`config.mk`:
```
export PLATFORM = sky130hd
export DESIGN_NAME = frequency_result_reader
export DESIGN_NICKNAME = d
export VERILOG_FILES = /design/src/rtl/frequency_analyzer_pkg.sv /design/src/rtl/axi_handshake_timeout.sv /design/src/rtl/frequency_result_reader.sv
export SDC_FILE = /design/constraint.sdc
export NUM_CORES = 1
export LEC_CHECK = 0
export CORE_MARGIN = 2
export CORE_UTILIZATION = 50
export CTS_CLUSTER_DIAMETER = 150
export DETAILED_ROUTE_END_ITERATION = 8
export PLACE_DENSITY = 0.84
export SLEW_MARGIN = 20
export SYNTH_ARGS = -nofsm -noshare
export SYNTH_HDL_FRONTEND = slang
export SYNTH_HIERARCHICAL = 1
export SYNTH_SLANG_ARGS = --single-unit
```
`constraint.sdc`:
```
create_clock -name m00_axi_aclk -period 7.2 [get_ports m00_axi_aclk]
set_input_delay 1.08 -clock m00_axi_aclk [delete_from_list [all_inputs] [get_ports m00_axi_aclk]]
set_output_delay 1.08 -clock m00_axi_aclk [all_outputs]
set_load 0.01 [all_outputs]
```
`src/rtl/frequency_analyzer_pkg.sv`:
```
`default_nettype none
// ============================================================================
// Module      : frequency_analyzer_pkg
// Description : Types and constants shared by the frequency-analyzer manager
//               and the result reader.
// Revision    : 1.0 - initial release
// ============================================================================
package frequency_analyzer_pkg;

    typedef enum logic [2:0] {
        ST_IDLE = 3'd0,
        ST_ADDR = 3'd1,
        ST_DATA = 3'd2,
        ST_EMIT = 3'd3,
        ST_FIN  = 3'd4
    } reader_state_t;

    localparam logic [1:0] c_RESP_OKAY   = 2'b00;
    localparam logic [1:0] c_RESP_SLVERR = 2'b10;

    localparam int c_REGISTERS_NUMBER = 7;

    // Any response other than OKAY flags the acquisition as suspect.
    function automatic logic resp_is_error(input logic [1:0] resp);
        return resp != c_RESP_OKAY;
    endfunction

endpackage
`default_nettype wire

```
`src/rtl/axi_handshake_timeout.sv`:
```
`default_nettype none
// ============================================================================
// Module      : axi_handshake_timeout
// Description : Load/count/expire counter bounding one AXI handshake phase.
// Revision    : 1.0 - initial release
// ============================================================================
module axi_handshake_timeout #(
    parameter int TIMEOUT_CYCLES = 1024
) (
    input  logic i_clk,
    input  logic i_rst_n,
    input  logic i_load,
    input  logic i_enable,
    output logic o_expired
);

    localparam int                 c_WIDTH = (TIMEOUT_CYCLES > 1) ? $clog2(TIMEOUT_CYCLES) : 1;
    localparam logic [c_WIDTH-1:0] c_LAST  = c_WIDTH'(TIMEOUT_CYCLES - 1);
    localparam logic [c_WIDTH-1:0] c_ONE   = c_WIDTH'(1);

    logic [c_WIDTH-1:0] r_count;

    always_ff @(posedge i_clk or negedge i_rst_n) begin
        if (!i_rst_n) begin
            r_count <= '0;
        end else if (i_load) begin
            r_count <= '0;
        end else if (i_enable && (r_count != c_LAST)) begin
            r_count <= r_count + c_ONE;
        end
    end

    assign o_expired = i_enable && (r_count == c_LAST);

endmodule
`default_nettype wire

```
`src/rtl/frequency_result_reader.sv`:
```
`default_nettype none
// ============================================================================
// Module      : frequency_result_reader
// Description : AXI4-Lite read master draining the analyzer result registers
//               into a valid/ready stream on each rising edge of irq.
// Revision    : 1.0 - initial release
// ============================================================================
module frequency_result_reader
    import frequency_analyzer_pkg::*;
#(
    parameter int C_M00_AXI_ADDR_WIDTH = 10,
    parameter int C_M00_AXI_DATA_WIDTH = 32,
    parameter int BASE_ADDRESS         = 0,
    parameter int REGISTERS_NUMBER     = c_REGISTERS_NUMBER,
    parameter int TIMEOUT_CYCLES       = 1024
) (
    input  logic                            m00_axi_aclk,
    input  logic                            m00_axi_aresetn,
    input  logic                            irq,
    output logic [C_M00_AXI_ADDR_WIDTH-1:0] m00_axi_araddr,
    output logic [2:0]                      m00_axi_arprot,
    output logic                            m00_axi_arvalid,
    input  logic                            m00_axi_arready,
    input  logic [C_M00_AXI_DATA_WIDTH-1:0] m00_axi_rdata,
    input  logic [1:0]                      m00_axi_rresp,
    input  logic                            m00_axi_rvalid,
    output logic                            m00_axi_rready,
    output logic [31:0]                     result_data,
    output logic [3:0]                      result_index,
    output logic                            result_valid,
    input  logic                            result_ready,
    output logic                            busy,
    output logic                            done,
    output logic                            error
);

    localparam logic [C_M00_AXI_ADDR_WIDTH-1:0] c_BASE       = C_M00_AXI_ADDR_WIDTH'(BASE_ADDRESS);
    localparam logic [C_M00_AXI_ADDR_WIDTH-1:0] c_STEP       = C_M00_AXI_ADDR_WIDTH'(4);
    localparam logic [3:0]                      c_LAST_INDEX = 4'(REGISTERS_NUMBER);

    reader_state_t                   r_state;
    reader_state_t                   w_state_next;
    logic                            r_irq_d;
    logic                            r_trigger;
    logic [3:0]                      r_index;
    logic [C_M00_AXI_ADDR_WIDTH-1:0] r_araddr;
    logic                            r_arvalid;
    logic                            r_rready;
    logic [31:0]                     r_result_data;
    logic [3:0]                      r_result_index;
    logic                            r_result_valid;
    logic                            r_busy;
    logic                            r_done;
    logic                            r_error;
    logic                            w_timeout;
    logic                            w_abort;
    logic                            w_capture;
    logic                            w_emit_accept;

    axi_handshake_timeout #(
        .TIMEOUT_CYCLES (TIMEOUT_CYCLES)
    ) u_timeout (
        .i_clk     (m00_axi_aclk),
        .i_rst_n   (m00_axi_aresetn),
        .i_load    (w_state_next != r_state),
        .i_enable  ((r_state == ST_ADDR) || (r_state == ST_DATA)),
        .o_expired (w_timeout)
    );

    always_comb begin
        w_state_next = r_state;
        w_abort      = 1'b0;
        case (r_state)
            ST_IDLE: begin
                if (r_trigger) w_state_next = ST_ADDR;
            end
            ST_ADDR: begin
                if (m00_axi_arready) begin
                    w_state_next = ST_DATA;
                end else if (w_timeout) begin
                    w_state_next = ST_FIN;
                    w_abort      = 1'b1;
                end
            end
            ST_DATA: begin
                if (m00_axi_rvalid) begin
                    w_state_next = ST_EMIT;
                end else if (w_timeout) begin
                    w_state_next = ST_FIN;
                    w_abort      = 1'b1;
                end
            end
            ST_EMIT: begin
                if (result_ready) begin
                    w_state_next = (r_index == c_LAST_INDEX) ? ST_FIN : ST_ADDR;
                end
            end
            ST_FIN:  w_state_next = ST_IDLE;
            default: w_state_next = ST_IDLE;
        endcase
    end

    assign w_capture     = (r_state == ST_DATA) && m00_axi_rvalid;
    assign w_emit_accept = (r_state == ST_EMIT) && result_ready;

    // Handshake outputs are flopped decodes of the next state so every port is registered.
    always_ff @(posedge m00_axi_aclk or negedge m00_axi_aresetn) begin
        if (!m00_axi_aresetn) begin
            r_state        <= ST_IDLE;
            r_irq_d        <= 1'b0;
            r_trigger      <= 1'b0;
            r_index        <= 4'd0;
            r_araddr       <= c_BASE;
            r_arvalid      <= 1'b0;
            r_rready       <= 1'b0;
            r_result_data  <= 32'd0;
            r_result_index <= 4'd0;
            r_result_valid <= 1'b0;
            r_busy         <= 1'b0;
            r_done         <= 1'b0;
            r_error        <= 1'b0;
        end else begin
            r_state        <= w_state_next;
            r_irq_d        <= irq;
            r_trigger      <= irq && !r_irq_d && (r_state == ST_IDLE);
            r_arvalid      <= (w_state_next == ST_ADDR);
            r_rready       <= (w_state_next == ST_DATA);
            r_result_valid <= (w_state_next == ST_EMIT);
            r_done         <= (w_state_next == ST_FIN);
            r_busy         <= (w_state_next != ST_IDLE);

            if ((r_state == ST_IDLE) && r_trigger) begin
                r_index  <= 4'd1;
                r_araddr <= c_BASE;
                r_error  <= 1'b0;
            end

            // The word is forwarded even when the slave flags it as bad.
            if (w_capture) begin
                r_result_data  <= m00_axi_rdata[31:0];
                r_result_index <= r_index;
                if (resp_is_error(m00_axi_rresp)) r_error <= 1'b1;
            end

            if (w_abort) r_error <= 1'b1;

            if (w_emit_accept && (r_index != c_LAST_INDEX)) begin
                r_index  <= r_index + 4'd1;
                r_araddr <= r_araddr + c_STEP;
            end
        end
    end

    assign m00_axi_araddr  = r_araddr;
    assign m00_axi_arprot  = 3'b000;
    assign m00_axi_arvalid = r_arvalid;
    assign m00_axi_rready  = r_rready;
    assign result_data     = r_result_data;
    assign result_index    = r_result_index;
    assign result_valid    = r_result_valid;
    assign busy            = r_busy;
    assign done            = r_done;
    assign error           = r_error;

endmodule
`default_nettype wire

```
==> results.json, run 1 <==
{
  "place_hpwl_mm": 4.69,
  "io_buffers": 89,
  "ir_drop_v": 0.000217,
  "cts_buffer_depth": 2,
  "syn_area_um2": 3130,
  "fin_setup_tns_ns": 0,
  "grt_max_degree": 70,
  "synth-seq-cells": 69,
  "die_h_um": 83.2,
  "pwr-share-comb_pct": 43.9,
  "syn_area_per_cell_um2": 12.0,
  "holdPathStages": 1,
  "hp-start": "r_irq_d",
  "fin_area_um2": 4220,
  "start_util_pct": 52.3,
  "finalWirelength_mm": 6.63,
  "p_seq_share_pct": 38.7,
  "drive_gt1_share_pct": 16.9,
  "synth_edf_count": 0,
  "placed_area_um2": 4040,
  "clkSinkCount": 69,
  "p_per_area_nw_per_um2": 398,
  "max_freq_ghz": 0.302,
  "hold_viol": 0,
  "reg2reg_to": "u_timeout/r_count[1]",
  "post-route-period-util_pct": 46.1,
  "fin_nets": 393,
  "path_class": "register to register",
  "post_cts_buffers": 0,
  "wl_per_cell_um": 15.5,
  "path_max_fanout": 15,
  "status": "finished clean",
  "yosys.area.top_type": "dfrtp_1",
  "cts_max_level": 3,
  "fin_skew_ns": 0.0125,
  "whs_ns": 0.422,
  "nFillCells": 450,
  "vias_per_cell": 5.51,
  "ys_seq_area_share_pct": 55.1,
  "grtUsageMet3_pct": 4.87,
  "cts_resized": 0,
  "setup_slack_ns": 3.88,
  "gr-total-overflow": 0,
  "die_area_um2": 6920,
  "cts_tree": "yes",
  "n_antenna_cell": 0,
  "drc_errors": 0,
  "reg2reg_slack_ns": 3.88,
  "first_pass_iters": 4,
  "vias": 2365,
  "ys_top_cells_by_area": "dfrtp_1 (55%), mux2_2 (14%), buf_4 (1.9%)",
  "async_flop_share_pct": 100,
  "r2r_cells": 11,
  "switching_share_pct": 33.3,
  "maxSlewViolCount": 0,
  "yosys_warnings": 6,
  "synth_most_common_cell": "dfrtp_1",
  "core_um2": 5990,
  "clk_pin_slew_ns": 0.07,
  "grt.met1_usage_pct": 24.4,
  "rsz0062_at_grt": "false",
  "hold_end": "r_trigger",
  "maxCapViolations": 0,
  "hp-class": "register to register",
  "clockRootBuffer": "clkbuf_8",
  "cts_made_buffers": 9,
  "synth_cell_types": 49,
  "clockPowerShare_pct": 17.4,
  "cts_hold_buffers": 0,
  "p_leak_uw": 0.00174,
  "antenna_found_initial": 0,
  "layout_min_cycle_time_ns": 3.32,
  "placementRows": 28,
  "finalPower_uw": 1680,
  "r2r_start": "r_state[0]",
  "grt_pass1_vias": 2353,
  "setup_viol": 0,
  "grt_pass1_wl_mm": 11.1,
  "fp.dieW_um": 83.2,
  "p_int_uw": 1120,
  "synthTopCellsByCount": "dfrtp_1 (69), mux2_2 (38), nand2_1 (14)",
  "worstMarginPinSlew_ns": 1.06,
  "relSlewSlack_pct": 29.0,
  "cp.required_ns": 7.41,
  "syn_inst": 261,
  "drtIter0Drc": 78,
  "clock_latency_ns": 0.34,
  "start_kind": "register",
  "met2_usage_pct": 33.1,
  "ant_nets": 0,
  "io_pins": 95,
  "synth_flop_cell": "dfrtp_1",
  "area_growth_pct": 34.6,
  "dpl_worst_slack_ns": 3.83,
  "grt_usage_pct": 20.0,
  "cp-end-kind": "register",
  "top_usage_layer": "met2",
  "critPathArrivalTime_ns": 3.52,
  "place_congestion": 0.872,
  "switchingPower_uw": 559,
  "yosys.area.top_type_share_pct": 55.1
}
[metrics by stage]
stage / cells / utilization [%]
after floorplan: 265 / -
after global placement: 414 / 67.4
after detailed placement: 414 / 67.4
after CTS: 429 / 70.4
after global routing: 429 / 70.4
final: 429 / 70.4
[layout make-up]
cell class / count / area (um^2) / area share [%]
clock buffers: 10 / 128 / 3.02
multi-input cells: 176 / 1310 / 31.0
repair buffers: 90 / 893 / 21.2
flip-flops and latches: 69 / 1730 / 40.9
well taps: 75 / 93.8 / 2.22
clock inverters: 5 / 52.6 / 1.25
inverters: 4 / 15.0 / 0.356
[cells by family (layout without fill, tap and decap cells)]
logic type | after synthesis | in the layout | synth area share (%)
buffers and inverters | 20 | 109 | 3.83
other | 1 | 5 | 0.120
AND/OR/NAND/NOR | 84 | 84 | 15.5
adder cells (fa/ha/maj) | 3 | 3 | 1.20
AO/OA/AOI/OAI | 38 | 38 | 7.98
XOR/XNOR | 3 | 3 | 0.838
flip-flops | 69 | 69 | 55.1
multiplexers | 43 | 43 | 15.4
[state kept, by name, indices dropped and copies added, names as in the netlist, 3 cells and up]
register / count
m00_axi_araddr: 8
result_index: 4
r_state: 3
r_index: 4
u_timeout/r_count: 10
result_data: 32
[critical path, stage by stage (launching register included)]
cell and delay [ns]:
dfrtp_1 0.53, xnor2_1 0.18, nor2_1 0.44, nand2_1 0.18, nor3_1 0.39, nor2b_1 0.17
o21ai_0 0.14, o21ai_0 0.14, or3_1 0.46, and3b_1 0.26, a22oi_1 0.19, nand3_1 0.09
[worst max-delay path by stage]
| stage | endpoint | cells after the start | slack [ns] | start |
|---|---|---|---|---|
| detailed placement | u_timeout/r_count[0] | 8 | 3.83 | m00_axi_arready |
| global placement | u_timeout/r_count[0] | 8 | 3.94 | m00_axi_arready |
| global route | u_timeout/r_count[1] | 11 | 3.47 | r_state[0] |
| CTS | u_timeout/r_count[1] | 11 | 3.92 | r_state[0] |
| finish | u_timeout/r_count[1] | 11 | 3.88 | r_state[0] |
| floorplan | u_timeout/r_count[0] | 14 | 4.56 | r_state[0] |
[placed cells by master (no fill, tap or decap), types with 3 or more instances in the layout]
cell type        instances
nor4_1                   3
mux2_2                  38
nor2b_1                  7
nor3b_1                  3
or3_1                    4
nor3_1                   5
ha_1                     3
nand2b_1                 4
nor4b_1                  3
a211oi_1                 5
nand4_1                  6
clkinv_2                 3
conb_1                   5
nand2_1                 14
clkdlybuf4s50_1         88
dfrtp_1                 69
clkbuf_8                 9
nand3_1                 11
inv_1                    4
a21oi_1                  8
o21ai_0                 11
mux2i_1                  4
nor2_1                  10
[power by group through the flow]
stage / logic (uW) / clock network [uW] / registers (uW)
floorplan: 358 / 0 / 693
global placement: 725 / 0 / 649
detailed placement: 743 / 0 / 658
CTS: 744 / 301 / 651
global route: 798 / 316 / 675
finish: 737 / 292 / 651
[layer usage]
metal / part of all wire, % / wire [um]
met3: 6.3 / 416
met5: 0 / 0
met4: 3.1 / 206
met1: 42 / 2760
met2: 49 / 3250
No activity file was read; power rests on OpenSTA's default activity.
==> inputs of run 2 (changes only) <==
--- a/config.mk
+++ b/config.mk
@@ -6,10 +6,10 @@
 export NUM_CORES = 1
 export LEC_CHECK = 0
 export CORE_MARGIN = 2
-export CORE_UTILIZATION = 50
+export CORE_UTILIZATION = 42
 export CTS_CLUSTER_DIAMETER = 150
 export DETAILED_ROUTE_END_ITERATION = 8
-export PLACE_DENSITY = 0.84
+export PLACE_DENSITY = 0.76
 export SLEW_MARGIN = 20
 export SYNTH_ARGS = -nofsm -noshare
 export SYNTH_HDL_FRONTEND = slang
==> constraint.sdc (replaced) <==
create_clock -name m00_axi_aclk -period 3 [get_ports m00_axi_aclk]
set_input_delay 0.45 -clock m00_axi_aclk [delete_from_list [all_inputs] [get_ports m00_axi_aclk]]
set_output_delay 0.45 -clock m00_axi_aclk [all_outputs]
set_load 0.01 [all_outputs]
==> run 2 against run 1 <==
Die area rose by 18%. Hold slack worse by 0.22 ns. Clock-buffer cell count decreased by 1. Combinational power grew 140%. Flip-flop and latch count did not move. Global-route usage shrank 2.7 points. Utilization shrank 11 points. Maximum frequency increased by 32%. Non-clock buffer count grew 4. First-iteration DRC count grew 22%. Clock skew shrank 0.0021 ns. Register-to-register slack got worse by 3.4 ns. Critical endpoint is now u_timeout/r_count[5].
==> results.json, run 2 (same netlist as run 1, synthesis figures left out) <==
{
  "status": "finished clean",
  "io_pins": 95,
  "crit_family": "simple AND/OR/NAND/NOR gates",
  "setup_slack_ns": 0.493,
  "critPathArrivalTime_ns": 2.73,
  "cts_made_buffers": 9,
  "area_growth_pct": 36.8,
  "reg2reg_to": "u_timeout/r_count[5]",
  "cts_hold_buffers": 0,
  "placementRows": 31,
  "ant_nets": 0,
  "cp-end-kind": "register",
  "multi_input_area_um2": 1310,
  "post_cts_buffers": 0,
  "fin_nets": 397,
  "clockPowerShare_pct": 16.3,
  "r2r_cells": 11,
  "worstMarginPinSlew_ns": 0.795,
  "final_common_cell": "clkdlybuf4s50_1",
  "grt_pass1_wl_mm": 11.2,
  "critPathMaxStageDelay_ns": 0.53,
  "vias": 2392,
  "slowest_stage": "dfrtp_1",
  "p_per_area_nw_per_um2": 940,
  "r2r_start": "r_state[0]",
  "p_int_uw": 2640,
  "switching_share_pct": 34.3,
  "hp-class": "input pin to asynchronous set/reset pin",
  "cts_resized": 0,
  "vias_per_cell": 5.22,
  "maxCapViolations": 0,
  "clockRootBuffer": "clkbuf_8",
  "io_buffers": 89,
  "clock_latency_ns": 0.34,
  "final-seq-area_um2": 1730,
  "grt_pass1_vias": 2279,
  "cts_buffer_depth": 2,
  "die_area_um2": 8170,
  "post-route-period-util_pct": 83.6,
  "finalWirelength_mm": 6.92,
  "nFillCells": 620,
  "most-common-layout-cells": "clkdlybuf4s50_1 (88), dfrtp_1 (69), mux2_2 (38)",
  "switchingPower_uw": 1380,
  "drtIter0Drc": 95,
  "maxSlewViolCount": 0,
  "setup_viol": 0,
  "grt_usage_pct": 17.3,
  "wl_per_cell_um": 15.1,
  "cts_tree": "yes",
  "place_congestion": 0.878,
  "reg2reg_slack_ns": 0.49,
  "crit_buf_inv": 1,
  "finalPower_uw": 4030,
  "p_leak_uw": 0.00175,
  "n_antenna_cell": 0,
  "place_hpwl_mm": 5.04,
  "cts_max_level": 3,
  "ir_drop_v": 0.000402,
  "layout_min_cycle_time_ns": 2.51,
  "dpl_worst_slack_ns": 0.445,
  "clkSinkCount": 69,
  "hold_viol": 0,
  "worstPathCellList": "xnor2_1 -> nor2_1 -> nand2_1 -> nor3_1 -> nor2b_1 -> o21ai_0 -> o21ai_0 -> or3_1 -> buf_4 -> nor2_1 -> mux2_4",
  "fin_setup_tns_ns": 0,
  "die_h_um": 90.4,
  "gr-total-overflow": 0,
  "start_kind": "register",
  "path_max_fanout": 14,
  "rsz0062_at_grt": "false",
  "relSlewSlack_pct": 47.0,
  "grt_max_degree": 38,
  "final_cell_count_no_fill": 458,
  "fin_skew_ns": 0.0105,
  "dp_cells": 442,
  "path_class": "register to register",
  "core_um2": 7250,
  "whs_ns": 0.197,
  "max_freq_ghz": 0.399,
  "antenna_found_initial": 0,
  "drc_errors": 0,
  "drive_gt1_share_pct": 18.4,
  "largest_register_ffs": 32,
  "clk_pin_slew_ns": 0.08,
  "fp.dieW_um": 90.4,
  "first_pass_iters": 4,
  "p_seq_share_pct": 38.9,
  "cp.required_ns": 3.22,
  "pwr-share-comb_pct": 44.8,
  "start_util_pct": 43.2
}
==> run 2: how the worst max path moves through the flow <==
| stage | start | end | slack (ns) | cells past startpoint |
|---|---|---|---|---|
| after floorplan | r_state[0] | u_timeout/r_count[0] | 0.36 | 14 |
| after global placement | m00_axi_arready | u_timeout/r_count[7] | 0.56 | 8 |
| after detailed placement | m00_axi_arready | u_timeout/r_count[7] | 0.45 | 8 |
| after CTS | r_state[0] | u_timeout/r_count[5] | 0.49 | 11 |
| after global routing | r_state[0] | u_timeout/r_count[0] | 0.09 | 11 |
| final | r_state[0] | u_timeout/r_count[5] | 0.49 | 11 |
==> run 2: final cells by class <==
cell class | instances | share of cell area (%)
Clock buffer | 9 | 2.89
Clock inverter | 7 | 1.20
Inverter | 4 | 0.350
Multi-Input combinational cell | 176 | 30.6
Sequential cell | 69 | 40.3
Tap cell | 99 | 2.89
Timing Repair Buffer | 94 | 21.8
==> run 2: per-layer routing <==
metal  vias up  track usage, %  wire length [um]
met5         -               0                 0
met4         0            6.54                85
met3         8            4.67               415
li1       1136               -                 -
met1      1156            21.4              3040
met2        92            29.0              3380
==> run 2: power by group through the flow <==
stage | Sequential, uW | Clock, uW | Combinational, uW
4_1_cts | 1570 | 679 | 1820
5_1_grt | 1630 | 721 | 1970
3_5_place_dp | 1590 | 0 | 1820
2_1_floorplan | 1660 | 0 | 859
3_3_place_gp | 1560 | 0 | 1790
6_report | 1570 | 657 | 1800
==> run 2: metrics by stage <==
stage	utilization [%]	instance area, um^2
final	59.1	4290
after global routing	59.1	4290
after CTS	59.1	4290
after detailed placement	56.7	4110
after global placement	56.7	4110
after floorplan	-	3150
==> inputs of run 3 (changes only) <==
--- a/config.mk
+++ b/config.mk
@@ -6,10 +6,10 @@
 export NUM_CORES = 1
 export LEC_CHECK = 0
 export CORE_MARGIN = 2
-export CORE_UTILIZATION = 42
+export CORE_UTILIZATION = 47
 export CTS_CLUSTER_DIAMETER = 150
 export DETAILED_ROUTE_END_ITERATION = 8
-export PLACE_DENSITY = 0.76
+export PLACE_DENSITY = 0.8
 export SLEW_MARGIN = 20
 export SYNTH_ARGS = -nofsm -noshare
 export SYNTH_HDL_FRONTEND = slang
==> constraint.sdc (replaced) <==
create_clock -name m00_axi_aclk -period 2.4 [get_ports m00_axi_aclk]
set_input_delay 0.36 -clock m00_axi_aclk [delete_from_list [all_inputs] [get_ports m00_axi_aclk]]
set_output_delay 0.36 -clock m00_axi_aclk [all_outputs]
set_load 0.01 [all_outputs]
==> run 3 against run 2 <==
Total power rose by 36%. Register-to-register slack worse by 0.31 ns. Sequential power is 22% higher. Setup slack worse by 0.31 ns. Clock-buffer cell count unchanged.
==> results.json, run 3 (same netlist as run 1, synthesis figures left out) <==
{
  "cp-end-kind": "register",
  "place_congestion": 0.849,
  "crit_start": "u_timeout/r_count[0]",
  "finalWirelength_mm": 7.03,
  "clk_pin_slew_ns": 0.08,
  "io_pins": 95,
  "worstMarginPinSlew_ns": 0.711,
  "r2r_start": "u_timeout/r_count[0]",
  "final_common_cell": "clkdlybuf4s50_1",
  "grt_max_degree": 38,
  "placed_area_um2": 4150,
  "ir_drop_v": 0.000801,
  "path_class": "register to register",
  "die_h_um": 85.7,
  "clockPowerShare_pct": 21.2,
  "rsz0062_at_grt": "false",
  "maxCapViolations": 0,
  "drtIter0Drc": 118,
  "fin_area_um2": 4410,
  "gr-total-overflow": 0,
  "layout_min_cycle_time_ns": 2.22,
  "place_hpwl_mm": 5.11,
  "grt_pass1_vias": 2333,
  "post-route-period-util_pct": 92.5,
  "start_util_pct": 49.1,
  "switchingPower_uw": 1770,
  "pwr-share-comb_pct": 43.8,
  "switching_share_pct": 32.4,
  "start_kind": "register",
  "antenna_found_initial": 0,
  "final-seq-area_um2": 1730,
  "most-common-layout-cells": "clkdlybuf4s50_1 (88), dfrtp_1 (69), mux2_2 (38)",
  "max_freq_ghz": 0.451,
  "vias": 2449,
  "grt_usage_pct": 20.0,
  "vias_per_cell": 5.49,
  "placementRows": 29,
  "maxSlewViolCount": 0,
  "clock_latency_ns": 0.34,
  "path_max_fanout": 6,
  "cp.required_ns": 2.68,
  "wl_per_cell_um": 15.8,
  "p_int_uw": 3700,
  "multi_input_area_um2": 1330,
  "hold_viol": 0,
  "n_antenna_cell": 0,
  "cts_max_level": 3,
  "clockRootBuffer": "clkbuf_8",
  "p_seq_share_pct": 34.9,
  "reg2reg_slack_ns": 0.18,
  "nFillCells": 475,
  "fp.dieW_um": 85.7,
  "cts_tree": "yes",
  "fin_setup_tns_ns": 0,
  "grt_pass1_wl_mm": 11.4,
  "drive_gt1_share_pct": 21.4,
  "cts_made_buffers": 9,
  "status": "finished clean",
  "clkSinkCount": 69,
  "relSlewSlack_pct": 52.6,
  "hp-class": "input pin to asynchronous set/reset pin",
  "first_pass_iters": 4,
  "p_per_area_nw_per_um2": 1240,
  "fin_nets": 407,
  "largest_register_ffs": 32,
  "area_growth_pct": 40.8,
  "fin_skew_ns": 0.00880,
  "setup_viol": 0,
  "p_leak_uw": 0.00186,
  "core_um2": 6390,
  "cts_buffer_depth": 2,
  "critPathArrivalTime_ns": 2.50,
  "ant_nets": 0,
  "drc_errors": 0,
  "io_buffers": 89,
  "die_area_um2": 7340
}
run 3: cell count changes in the layout (fill, tap and decap cells not counted), sizes merged:
cell,before,now
clkinv,1,2
clkinvlp,5,0
buf,6,16
inv,5,6
bufinv,0,3
run 3: worst paths after layout:
check	depth (start not counted)	endpoint
max	10	u_timeout/r_count[7]
min	1	result_data[25]
max reg2reg	10	u_timeout/r_count[7]
min reg2reg	1	r_trigger
max in group asynchronous	2	m00_axi_araddr[6]
min in group m00_axi_aclk	1	r_trigger
run 3: power groups by stage:
stage               Sequential, uW  Combinational [uW]  Clock (uW)
global route                  1980                2590        1240
global placement              1910                2320           0
floorplan                     2080                1090           0
CTS                           1910                2380        1190
detailed placement            1930                2360           0
finish                        1910                2390        1160
run 3: per-stage QoR:
| step | instances | utilization (%) | worst slack, ns | power, uW | hold WS [ns] |
|---|---|---|---|---|---|
| after global routing | 446 | 69.1 | 0.000123 | 5810 | 0.115 |
| after global placement | 428 | 64.9 | 0.179 | 4230 | 0.385 |
| after floorplan | 265 | - | 0.00535 | 3180 | 0.0644 |
| after detailed placement | 428 | 64.9 | 0.0649 | 4300 | 0.396 |
| after CTS | 444 | 68.8 | 0.0451 | 5480 | 0.0757 |
| final | 446 | 69.1 | 0.181 | 5460 | 0.0557 |
run 3: timing repair:
action                                 in CTS  in global routing
setup endpoints to repair                   0                  5
setup buffers                               0                  2
endpoints found under the hold margin       0                  0
gates resized for setup                     0                  2
hold buffers                                0                  0
run 3: critical path, stage by stage, from the launching register on:
cell and delay (ns):
dfrtp_1 0.44, ha_1 0.24, nand2_1 0.14, nor3_4 0.07
nor2b_1 0.13, o21ai_0 0.10, o21ai_1 0.15, or3_4 0.44
buf_4 0.17, nor2_1 0.10, o221a_2 0.18
run 3: per-layer routing:
layer	wire, um	global-route usage, %	up-vias	share of wire, %
met4	150	8.95	0	2.1
li1	-	-	1152	-
met5	0	0	-	0
met1	2940	26.5	1186	42
met3	452	4.14	12	6.4
met2	3480	32.1	99	50
run 3: area by class of cell:
| type | instances | area share [%] |
|---|---|---|
| inverters | 4 | 0.340 |
| clock inverters | 7 | 2.75 |
| multi-input cells | 176 | 30.2 |
| flip-flops and latches | 69 | 39.1 |
| repair buffers | 104 | 22.6 |
| clock buffers | 9 | 2.81 |
| well taps | 77 | 2.18 |
